**config.mk**
```make
export PLATFORM = sky130hd
export DESIGN_NAME = param_rr_mux_flat
export DESIGN_NICKNAME = d
export VERILOG_FILES = /design/src/rtl/param_rr_mux_if.sv /design/src/rtl/param_rr_mux.sv /design/src/flat_wrapper.sv
export SDC_FILE = /design/constraint.sdc
export NUM_CORES = 1
export LEC_CHECK = 0
export BUFFER_PORTS_ARGS = -buffer_cell sky130_fd_sc_hd__buf_2
export CAP_MARGIN = 40
export CORE_UTILIZATION = 55
export DETAILED_ROUTE_END_ITERATION = 12
export PLACE_DENSITY = 0.87
export REMOVE_ABC_BUFFERS = 1
export SKIP_LAST_GASP = 1
export SYNTH_ARGS = -nofsm -noshare
export SYNTH_HDL_FRONTEND = slang
export SYNTH_SLANG_ARGS = --single-unit
```
**constraint.sdc**
```tcl
create_clock -name clk -period 5.1 [get_ports clk]
set_clock_uncertainty 0.1 [all_clocks]
set_input_delay 0.765 -clock clk [delete_from_list [all_inputs] [get_ports clk]]
set_output_delay 0.765 -clock clk [all_outputs]
set_load 0.01 [all_outputs]
```
**src/rtl/param_rr_mux_if.sv**
```systemverilog
// Handshake bundle between N producers, the mux and one consumer.
// The slave modport is the mux side; master is the producer/consumer side.
interface param_rr_mux_if #(
  parameter int N = 4,
  parameter int W = 8
);
  localparam int SW = (N > 1) ? $clog2(N) : 1;

  logic [N*W-1:0] in_data;
  logic [N-1:0]   in_valid;
  logic [N-1:0]   in_ready;
  logic           mode;
  logic [SW-1:0]  sel;
  logic [W-1:0]   out_data;
  logic           out_valid;
  logic           out_ready;
  logic [SW-1:0]  out_sel;

  modport slave (
    input  in_data, in_valid, mode, sel, out_ready,
    output in_ready, out_data, out_valid, out_sel
  );

  modport master (
    output in_data, in_valid, mode, sel, out_ready,
    input  in_ready, out_data, out_valid, out_sel
  );
endinterface

```
**src/rtl/param_rr_mux.sv**
```systemverilog
// N-channel round-robin / fixed-select mux with a registered output stage.
// One cycle handshake-to-output; a stalled full output register drops every in_ready.
module param_rr_mux #(
  parameter int N = 4,
  parameter int W = 8
) (
  input  logic          clk,
  input  logic          rst,
  param_rr_mux_if.slave bus
);
  localparam int SW = (N > 1) ? $clog2(N) : 1;

  logic [W-1:0]  out_data_q;
  logic [SW-1:0] out_sel_q;
  logic          out_valid_q;
  logic [SW-1:0] last_grant;

  logic          load_en;
  logic          grant_vld;
  logic [SW-1:0] grant_idx;
  logic [W-1:0]  grant_data;
  logic [N-1:0]  ready;
  logic          take;

  assign load_en = !out_valid_q || bus.out_ready;
  assign take    = load_en && grant_vld && !rst;

  // Round-robin scans from the farthest candidate back to the nearest so the
  // closest valid channel after last_grant wins without an early exit.
  always_comb begin
    int            c;
    logic [SW-1:0] cand;
    grant_vld = 1'b0;
    grant_idx = '0;
    c         = 0;
    cand      = '0;
    if (bus.mode) begin
      for (int k = 0; k < N; k++) begin
        if (bus.sel == SW'(k) && bus.in_valid[k]) begin
          grant_vld = 1'b1;
          grant_idx = SW'(k);
        end
      end
    end else begin
      for (int i = N; i >= 1; i--) begin
        c = int'(last_grant) + i;
        if (c >= N) c = c - N;
        cand = SW'(c);
        if (bus.in_valid[cand]) begin
          grant_vld = 1'b1;
          grant_idx = cand;
        end
      end
    end
  end

  // Only the granted lane reaches the register, so garbage on idle lanes cannot leak.
  always_comb begin
    grant_data = '0;
    ready      = '0;
    for (int k = 0; k < N; k++) begin
      if (grant_idx == SW'(k)) begin
        grant_data = bus.in_data[k*W +: W];
        ready[k]   = take;
      end
    end
  end

  always_ff @(posedge clk) begin
    if (rst) begin
      out_valid_q <= 1'b0;
      out_data_q  <= '0;
      out_sel_q   <= '0;
      last_grant  <= SW'(N - 1);
    end else if (load_en) begin
      if (grant_vld) begin
        out_valid_q <= 1'b1;
        out_data_q  <= grant_data;
        out_sel_q   <= grant_idx;
        last_grant  <= grant_idx;
      end else begin
        out_valid_q <= 1'b0;
      end
    end
  end

  assign bus.in_ready  = ready;
  assign bus.out_data  = out_data_q;
  assign bus.out_valid = out_valid_q;
  assign bus.out_sel   = out_sel_q;
endmodule

```
**src/flat_wrapper.sv**
```systemverilog
// flat-port wrapper written by rule: the top's interface ports become plain ports
module param_rr_mux_flat 
#(
  parameter int N = 4,
  parameter int W = 8
)
  (clk, rst, bus_in_data, bus_in_valid, bus_mode, bus_sel, bus_out_ready, bus_in_ready, bus_out_data, bus_out_valid, bus_out_sel);
  param_rr_mux_if #(.N(N), .W(W)) bus_i ();
  input  logic clk;
  input  logic rst;
  input wire logic [$bits(bus_i.in_data)-1:0] bus_in_data;
  input wire logic [$bits(bus_i.in_valid)-1:0] bus_in_valid;
  input wire logic [$bits(bus_i.mode)-1:0] bus_mode;
  input wire logic [$bits(bus_i.sel)-1:0] bus_sel;
  input wire logic [$bits(bus_i.out_ready)-1:0] bus_out_ready;
  output wire logic [$bits(bus_i.in_ready)-1:0] bus_in_ready;
  output wire logic [$bits(bus_i.out_data)-1:0] bus_out_data;
  output wire logic [$bits(bus_i.out_valid)-1:0] bus_out_valid;
  output wire logic [$bits(bus_i.out_sel)-1:0] bus_out_sel;
  assign bus_i.in_data = bus_in_data;
  assign bus_i.in_valid = bus_in_valid;
  assign bus_i.mode = bus_mode;
  assign bus_i.sel = bus_sel;
  assign bus_i.out_ready = bus_out_ready;
  assign bus_in_ready = bus_i.in_ready;
  assign bus_out_data = bus_i.out_data;
  assign bus_out_valid = bus_i.out_valid;
  assign bus_out_sel = bus_i.out_sel;
  param_rr_mux #(.N(N), .W(W)) u_core (.clk(clk), .rst(rst), .bus(bus_i));
endmodule
```
Yosys cells after proc, flatten, opt, wreduce, memory -nomap -nowiden. Cells that the tools add are included.

Bits in registers: 13. Memories kept: 0. Latch bits: 0. ROM bits: 0. Memory bits (writable): 0. Word-level logic and storage cells: 80. Output and inout bits: 15. Input port bits: 42.

Bitwise gates (word level): 0. Multipliers: 0. Magnitude comparators: 8. Muxes and demuxes: 42. Equality and inequality tests: 6. Shift operators: 0. Add/sub/neg operators: 8. Reductions and logical operators: 12. Divide/modulo/power cells: 0.

Operator list (count): two-way mux 8 bit (4); two-way mux 2 bit (15); two-way mux 1 bit (19); < comparator 2 x 3 -> 1 bit, second input constant (4); >= comparator 3 bit, second input constant (3); binary-select mux 1 bit (select 2 bit) (4); == test 2 bit, second input constant (4); subtractor 2 x 1 -> 2 bit, second input constant (4); adder 2 x 2 -> 3 bit, second input constant (2); logical AND 1 bit (6); adder 2 x 3 -> 4 bit, second input constant (1); == test 2 x 1 -> 1 bit, second input constant (2); >= comparator 4 x 3 -> 1 bit, second input constant (1); zero test 2 bit (2); adder 2 x 1 -> 3 bit, second input constant (1); zero test 1 bit (2); AND reduction 2 bit (1); logical OR 1 bit (1).

Depth between registers and ports, before layout. Gate-level depths: netlist of the first run.

Depth in word-level cells: 16. Mapped depth: 8.

Worst setup path before layout of the first run. Ideal clock, no wire load.

Path type: in2out. Start: in bus_in_valid[3]. End: out bus_in_ready[0]. Path buffers: 2. Setup slack: 2175 ps. Stages on the path: 7. Arrival time: 2060 ps. Cell sequence: buf_2 or4_1 mux2i_1 or2_1 buf_2 nor2_1 and3_1.

Cells in the longest elaborated chain, start to end: 10. Elaborated cells between the ends (all ways): 25. Those cells by class: mux (21); reduce/logical (4).

Ends and longest elaborated chain: start, declared (line flat_wrapper.sv:12) `input wire logic [$bits(bus_i.in_valid)-1:0] bus_in_valid;`; binary-select mux 1 bit (select 2 bit) (line param_rr_mux.sv:49) `if (bus.in_valid[cand]) begin`; two-way mux 1 bit (not written as such) (line param_rr_mux.sv:49); two-way mux 1 bit (4 in a row) (line param_rr_mux.sv:49); two-way mux 1 bit (line param_rr_mux.sv:37) `if (bus.mode) begin`; logical AND 1 bit (2 in a row) (line param_rr_mux.sv:26) `assign take = load_en && grant_vld && !rst;`; two-way mux 1 bit * (line param_rr_mux.sv:62) `if (grant_idx == SW'(k)) begin`; end, declared (line flat_wrapper.sv:16) `output wire logic [$bits(bus_i.in_ready)-1:0] bus_in_ready;`.

Mark *: on every way between the ends. The rest lies on a longest branch, timed or not. The select of a mux whose other input is x is not followed.

Worst setup path after layout of the first run.
Start: in bus_sel[0]. End: out bus_in_ready[0].

Cells in the longest elaborated chain, start to end: 10. Elaborated cells between the ends (all ways): 21. Those cells by class: eq/ne (3); mux (10); reduce/logical (8).

Ends and longest elaborated chain: start, declared (line flat_wrapper.sv:14) `input wire logic [$bits(bus_i.sel)-1:0] bus_sel;`; zero test 2 bit (line param_rr_mux.sv:39) `if (bus.sel == SW'(k) && bus.in_valid[k]) begin`; logical AND 1 bit (line param_rr_mux.sv:39); two-way mux 1 bit (4 in a row) (line param_rr_mux.sv:39); two-way mux 1 bit (line param_rr_mux.sv:37); logical AND 1 bit (2 in a row) (line param_rr_mux.sv:26); two-way mux 1 bit * (line param_rr_mux.sv:62).

Mark *: on every way between the ends. The rest lies on a longest branch, timed or not.

==> flow_summary_export.csv, run 1 <==
group,metric,value,unit
worst_setup_path,r2r_cells,6,
routing,avgViaCountPerCell,6.61,
clock_tree,cts_resized,0,
cells_and_area,final_cells,289,
yosys,ys_types,41,
cells_and_area,antenna_cells,0,
clock_tree,h-tree-depth,1,
routing,drtAntennaViolNets,0,
worst_setup_path,worstPathMaxFanout,21,
clock_tree,cts_made_buffers,3,
floorplan,die_w,56.6,um
worst_setup_path,crit_type,"in -> out",
global_routing,grt_max_degree,50,
worst_setup_path,critPathRequiredTime,4240,ps
sta,finalHoldViolCount,0,
cells_and_area,fillers,271,
yosys,syn_area,0.00164,mm^2
global_routing,grt.overflow.total,0,
cells_and_area,seq_area,260,um^2
yosys,ys_ff_latch,13,
sta,worst_pin_slew,863,ps
sta,min_period,3730,ps
power,irDropWorstVdd,0.161,mV
hold_path,whs_path_depth,2,
clock_tree,cts_sinks,13,
place,dp.cells,285,
cells_and_area,area_delta_synth_final,15.7,%
global_routing,global_route.usage.met2,0.486,
yosys,syn_avg_cell_area,7.41,um^2
cells_and_area,multiInputGateArea,0.00126,mm^2
global_routing,top_usage_layer,"met2",
global_routing,grt_pass1_vias,1735,
floorplan,core_area,0.00278,mm^2
power,p_per_area,201,mW/mm^2
floorplan,rows,19,
worst_setup_path,cp-start-kind,"input port",
sta,fmax,0.268,GHz
worst_setup_path,reg2reg_from,"u_core.last_grant[0]",
sta,grt_setup_unrepaired,"false",
hold_path,min_path_type,"reg -> reg",
routing,wirelength,4460,um
clock_tree,root_buffer,"clkbuf_4",
global_routing,grtUsageMet3,0.0184,
routing,detail_route.wl_per_cell,15.4,um
sta,fin_tns_setup,0,ps
floorplan,io_pins,57,
worst_setup_path,startpoint,"bus_sel[0]",
worst_setup_path,arrival,2860,ps
routing,drc_errors,0,
hold_path,min_from,"u_core.bus.out_sel[0]",
floorplan,die_y,56.6,um
global_routing,grt_usage,0.292,
yosys,synth_seq_area_share,0.159,
cells_and_area,nets,301,
clock_tree,postCtsSetupBuffers,0,
sta,setup_viol,0,
global_routing,antenna_found_initial,0,
sta,relSlewSlack,0.424,
routing,vias,1910,
power,p_leak,0.757,nW
global_routing,grt_first_pass_wirelength,7730,um
worst_setup_path,end_kind,"primary output",
global_routing,grtUsageMet1,0.401,
cells_and_area,drive_above_1_share,0.291,
floorplan,dieArea,0.00320,mm^2
place,gp_congestion,0.803,
place,placed_area,0.00187,mm^2
clock_tree,tritoncts,"built",
sta,drv_slew,0,
routing,drtPass1Iterations,4,
place,hpwl,3090,um
floorplan,start_util,0.589,
job,max_cap_viol_count,0,
sta,whs,363,ps
routing,drt-initial-drc-count,93,
clock_tree,postCtsHoldBufs,0,
yosys,yosysWarnings,0,
place,port_buffers,56,
yosys,synth_cells,221,
sta,finalCritPeriodShare,0.731,
clock_tree,worstSkewPairLatency,290,ps
clock_tree,clk_pin_slew,80,ps
cells_and_area,design_area,0.00189,mm^2
clock_tree,max-clock-path-buffers,2,
outcome,outcome,"finished, final reports clean",
## through the flow
step	setup WS (ps)	utilization	total power [mW]
after floorplan	2130	-	0.239
after global routing	1150	0.681	0.401
after global placement	1470	0.664	0.303
after CTS	1410	0.681	0.376
after detailed placement	1420	0.671	0.310
final	1370	0.681	0.381
## cell type report
type / instances / area share
Clock buffer: 3 / 0.0119
Clock inverter: 1 / 0.00264
Inverter: 1 / 0.00198
Multi-Input combinational cell: 181 / 0.664
Sequential cell: 13 / 0.137
Tap cell: 31 / 0.0205
Timing Repair Buffer: 59 / 0.162
## cells in the mapped netlist
cell type,number,area (um^2)
o21bai_1,1,7.51
nand4_1,16,100
nor2b_1,18,113
or4_1,1,7.51
buf_1,1,3.75
o21ai_1,1,5.00
mux4_1,1,26.3
nand3_1,2,10.0
or2_1,1,6.26
a32oi_1,1,8.76
a21boi_0,1,7.51
nor3_1,18,90.1
o221ai_2,8,120
a21oi_1,1,5.00
o21a_1,1,7.51
buf_4,2,15.0
dfxtp_1,13,260
buf_6,1,11.3
mux2_2,1,11.3
a221o_1,1,10.0
o221ai_1,16,140
inv_1,1,3.75
a32o_1,1,10.0
clkbuf_1,16,60.1
nand2b_1,18,113
mux2i_1,1,10.0
or3_1,3,18.8
and3_1,5,31.3
and2_0,1,6.26
or2_2,1,6.26
nand2_1,21,78.8
a22o_1,1,8.76
nor3_2,1,10.0
nor2_1,8,30.0
and2b_1,1,7.51
a22oi_1,1,7.51
a2111oi_0,1,8.76
nand3b_1,11,82.6
buf_2,6,30.0
o2111ai_1,2,17.5
a311oi_1,15,131
## metal layers
| layer | part of all wire | vias up |
|---|---|---|
| met5 | 0 | - |
| met4 | 0.014 | 0 |
| met3 | 0.071 | 8 |
| met2 | 0.48 | 84 |
| met1 | 0.44 | 870 |
| li1 | - | 948 |
## worst max-delay path, stage by stage
cell and delay (ps):
buf_2 350, mux4_1 600, mux2i_1 220, or2_1 430, nor2_1 140, and3_1 220, buf_2 140
## worst paths after layout
| check | end | slack [ps] |
|---|---|---|
| worst max register to register | u_core.bus.out_data[2] | 2850 |
| worst min register to register | u_core.bus.out_sel[0] | 360 |
| worst max-delay path | bus_in_ready[0] | 1370 |
| worst min-delay path | u_core.bus.out_sel[0] | 360 |
## placed cells by master (no fill, tap or decap), types with 2 or more instances in the layout
cell type   n
nand4_1    16
o2111ai_1   2
buf_4       2
nor3_1     18
nand2_1    21
buf_2      56
dfxtp_1    13
nand3_1     2
o221ai_1   16
or3_1       3
nand2b_1   18
nand3b_1   11
o221ai_2    8
and3_1      5
a311oi_1   15
nor2_1      8
clkbuf_4    3
nor2b_1    18
## sequential cells by signal, summed over array words and instances, names as in the netlist
register	count
u_core.bus.out_valid	1
u_core.bus.out_sel	2
u_core.last_grant	2
u_core.bus.out_data	8
## power by group
| group | leakage, nW | switching, mW | total (mW) | internal, mW |
|---|---|---|---|---|
| logic | 0.632 | 0.111 | 0.186 | 0.0757 |
| clock network | 0.0177 | 0.0405 | 0.0697 | 0.0292 |
| registers | 0.108 | 0.00917 | 0.125 | 0.115 |
## cells by family after synthesis
group                  share of synthesized area
AOI/OAI and AO/OA                          0.303
buffers and inverters                     0.0756
DFF                                        0.159
muxes                                     0.0290
and+or+nand+nor                            0.434
Note: power is estimated with default switching activity, not from simulation.
==> run 2, diff against run 1 <==
Settings changed: CORE_UTILIZATION 55 to 46, PLACE_DENSITY 0.87 to 0.77.
Clock period 5.1 ns to 3.05 ns, I/O delays scaled along.
==> run 2 against run 1 <==
Compared with the run above:
- first-iteration DRC count up 47%
- via count about the same
- combinational power up 72%
==> flow_summary_export.csv, run 2 (synthesis gave the netlist of run 1 again) <==
group,metric,value,unit
routing,wirelength,4540,um
sta,relSlewSlack,0.611,
sta,fin_tns_setup,0,ps
floorplan,rows,21,
routing,avgViaCountPerCell,6.18,
floorplan,die_y,61.7,um
hold_path,min_from,"u_core.bus.out_sel[0]",
floorplan,io_pins,57,
power,p_leak,0.780,nW
clock_tree,cts_sinks,13,
floorplan,die_w,61.7,um
clock_tree,postCtsHoldBufs,0,
cells_and_area,layout_commonest_cell,"buf_2",
sta,setup_viol,0,
cells_and_area,design_area,0.00195,mm^2
global_routing,grt_pass1_vias,1642,
place,port_buffers,56,
routing,detail_route.wl_per_cell,14.7,um
worst_setup_path,reg2reg_from,"u_core.last_grant[0]",
worst_setup_path,cp-start-kind,"register",
routing,drc_errors,0,
clock_tree,root_buffer,"clkbuf_4",
clock_tree,cts_resized,0,
clock_tree,h-tree-depth,1,
clock_tree,max-clock-path-buffers,2,
hold_path,whs_path_depth,2,
worst_setup_path,r2r_cells,5,
sta,finalHoldViolCount,0,
cells_and_area,final_cell_mix,"buf_2, nand2_1, nor2b_1, nand2b_1, nor3_1",
sta,fmax,0.372,GHz
clock_tree,cts_made_buffers,3,
worst_setup_path,crit_family,"simple AND/OR/NAND/NOR gates",
worst_setup_path,worstPathMaxFanout,11,
routing,drt-initial-drc-count,137,
routing,drtAntennaViolNets,0,
worst_setup_path,end_kind,"primary output",
power,p_per_area,330,mW/mm^2
outcome,outcome,"finished, final reports clean",
worst_setup_path,cp.depth,6,
place,place_ws,417,ps
power,irDropWorstVdd,0.154,mV
cells_and_area,nets,306,
worst_setup_path,startpoint,"u_core.last_grant[0]",
clock_tree,clk_pin_slew,90,ps
place,gp_congestion,0.845,
clock_tree,tritoncts,"built",
place,hpwl,3330,um
routing,vias,1909,
clock_tree,postCtsSetupBuffers,0,
global_routing,grt_max_degree,44,
global_routing,antenna_found_initial,0,
worst_setup_path,path_buf_inv,1,
cells_and_area,largest_reg_flops,8,
worst_setup_path,critPathRequiredTime,2490,ps
sta,min_period,2690,ps
sta,worst_pin_slew,583,ps
floorplan,core_area,0.00336,mm^2
routing,drtPass1Iterations,4,
floorplan,dieArea,0.00380,mm^2
global_routing,grt_first_pass_wirelength,7270,um
sta,drv_slew,0,
worst_setup_path,crit_path_top_delay_cell,"dfxtp_1",
cells_and_area,drive_above_1_share,0.304,
hold_path,min_path_type,"reg -> reg",
worst_setup_path,cp_cell_sequence,"and2b_1 > or3_1 > nand2_1 > a22o_1 > and3_1 > buf_2",
worst_setup_path,slowest_delay,390,ps
sta,grt_setup_unrepaired,"false",
floorplan,start_util,0.487,
clock_tree,worstSkewPairLatency,290,ps
cells_and_area,antenna_cells,0,
job,max_cap_viol_count,0,
cells_and_area,area_delta_synth_final,18.9,%
worst_setup_path,crit_type,"reg -> out",
global_routing,grt_usage,0.254,
sta,finalCritPeriodShare,0.881,
global_routing,grt.overflow.total,0,
worst_setup_path,arrival,2130,ps
place,placed_area,0.00192,mm^2
sta,setup_slack,362,ps
## run 2: worst paths after layout
check	endpoint	slack, ps
worst max-delay path	bus_in_ready[2]	360
worst min register to register	u_core.bus.out_sel[0]	370
worst min-delay path	u_core.bus.out_sel[0]	370
worst max register to register	u_core.bus.out_data[1]	980
## run 2: routing by layer
metal	track usage	up-vias	share of wire
met5	0	-	0
met4	0.102	0	0.015
met3	0.0126	7	0.075
met2	0.402	92	0.46
met1	0.359	860	0.45
li1	-	950	-
## run 2: per-stage QoR
step	utilization	hold WS (ps)	total power, mW	std cells
floorplan	-	357	0.400	195
global placement	0.571	346	0.524	305
detailed placement	0.571	356	0.529	305
CTS	0.579	367	0.641	309
global route	0.579	381	0.685	309
finish	0.579	366	0.643	309
## run 2: area by class of cell
type | instances | area (um^2)
fillers | 356 | 1420
multi-input cells | 181 | 1260
repair buffers | 64 | 340
flip-flops and latches | 13 | 260
well taps | 46 | 57.6
clock buffers | 3 | 22.5
clock inverters | 1 | 5.00
inverters | 1 | 3.75
## run 2: power by group
group | total [mW] | internal (mW) | leakage, nW | switching [mW]
Combinational | 0.319 | 0.134 | 0.655 | 0.185
Clock | 0.115 | 0.0489 | 0.0177 | 0.0656
Sequential | 0.209 | 0.193 | 0.108 | 0.0164
## run 2: worst reg2reg max path: stages, from the launching register on
cell and delay [ps]:
dfxtp_1 350, and2b_1 260, o2111ai_1 140, a32o_1 320, or3_1 570, o221ai_2 260
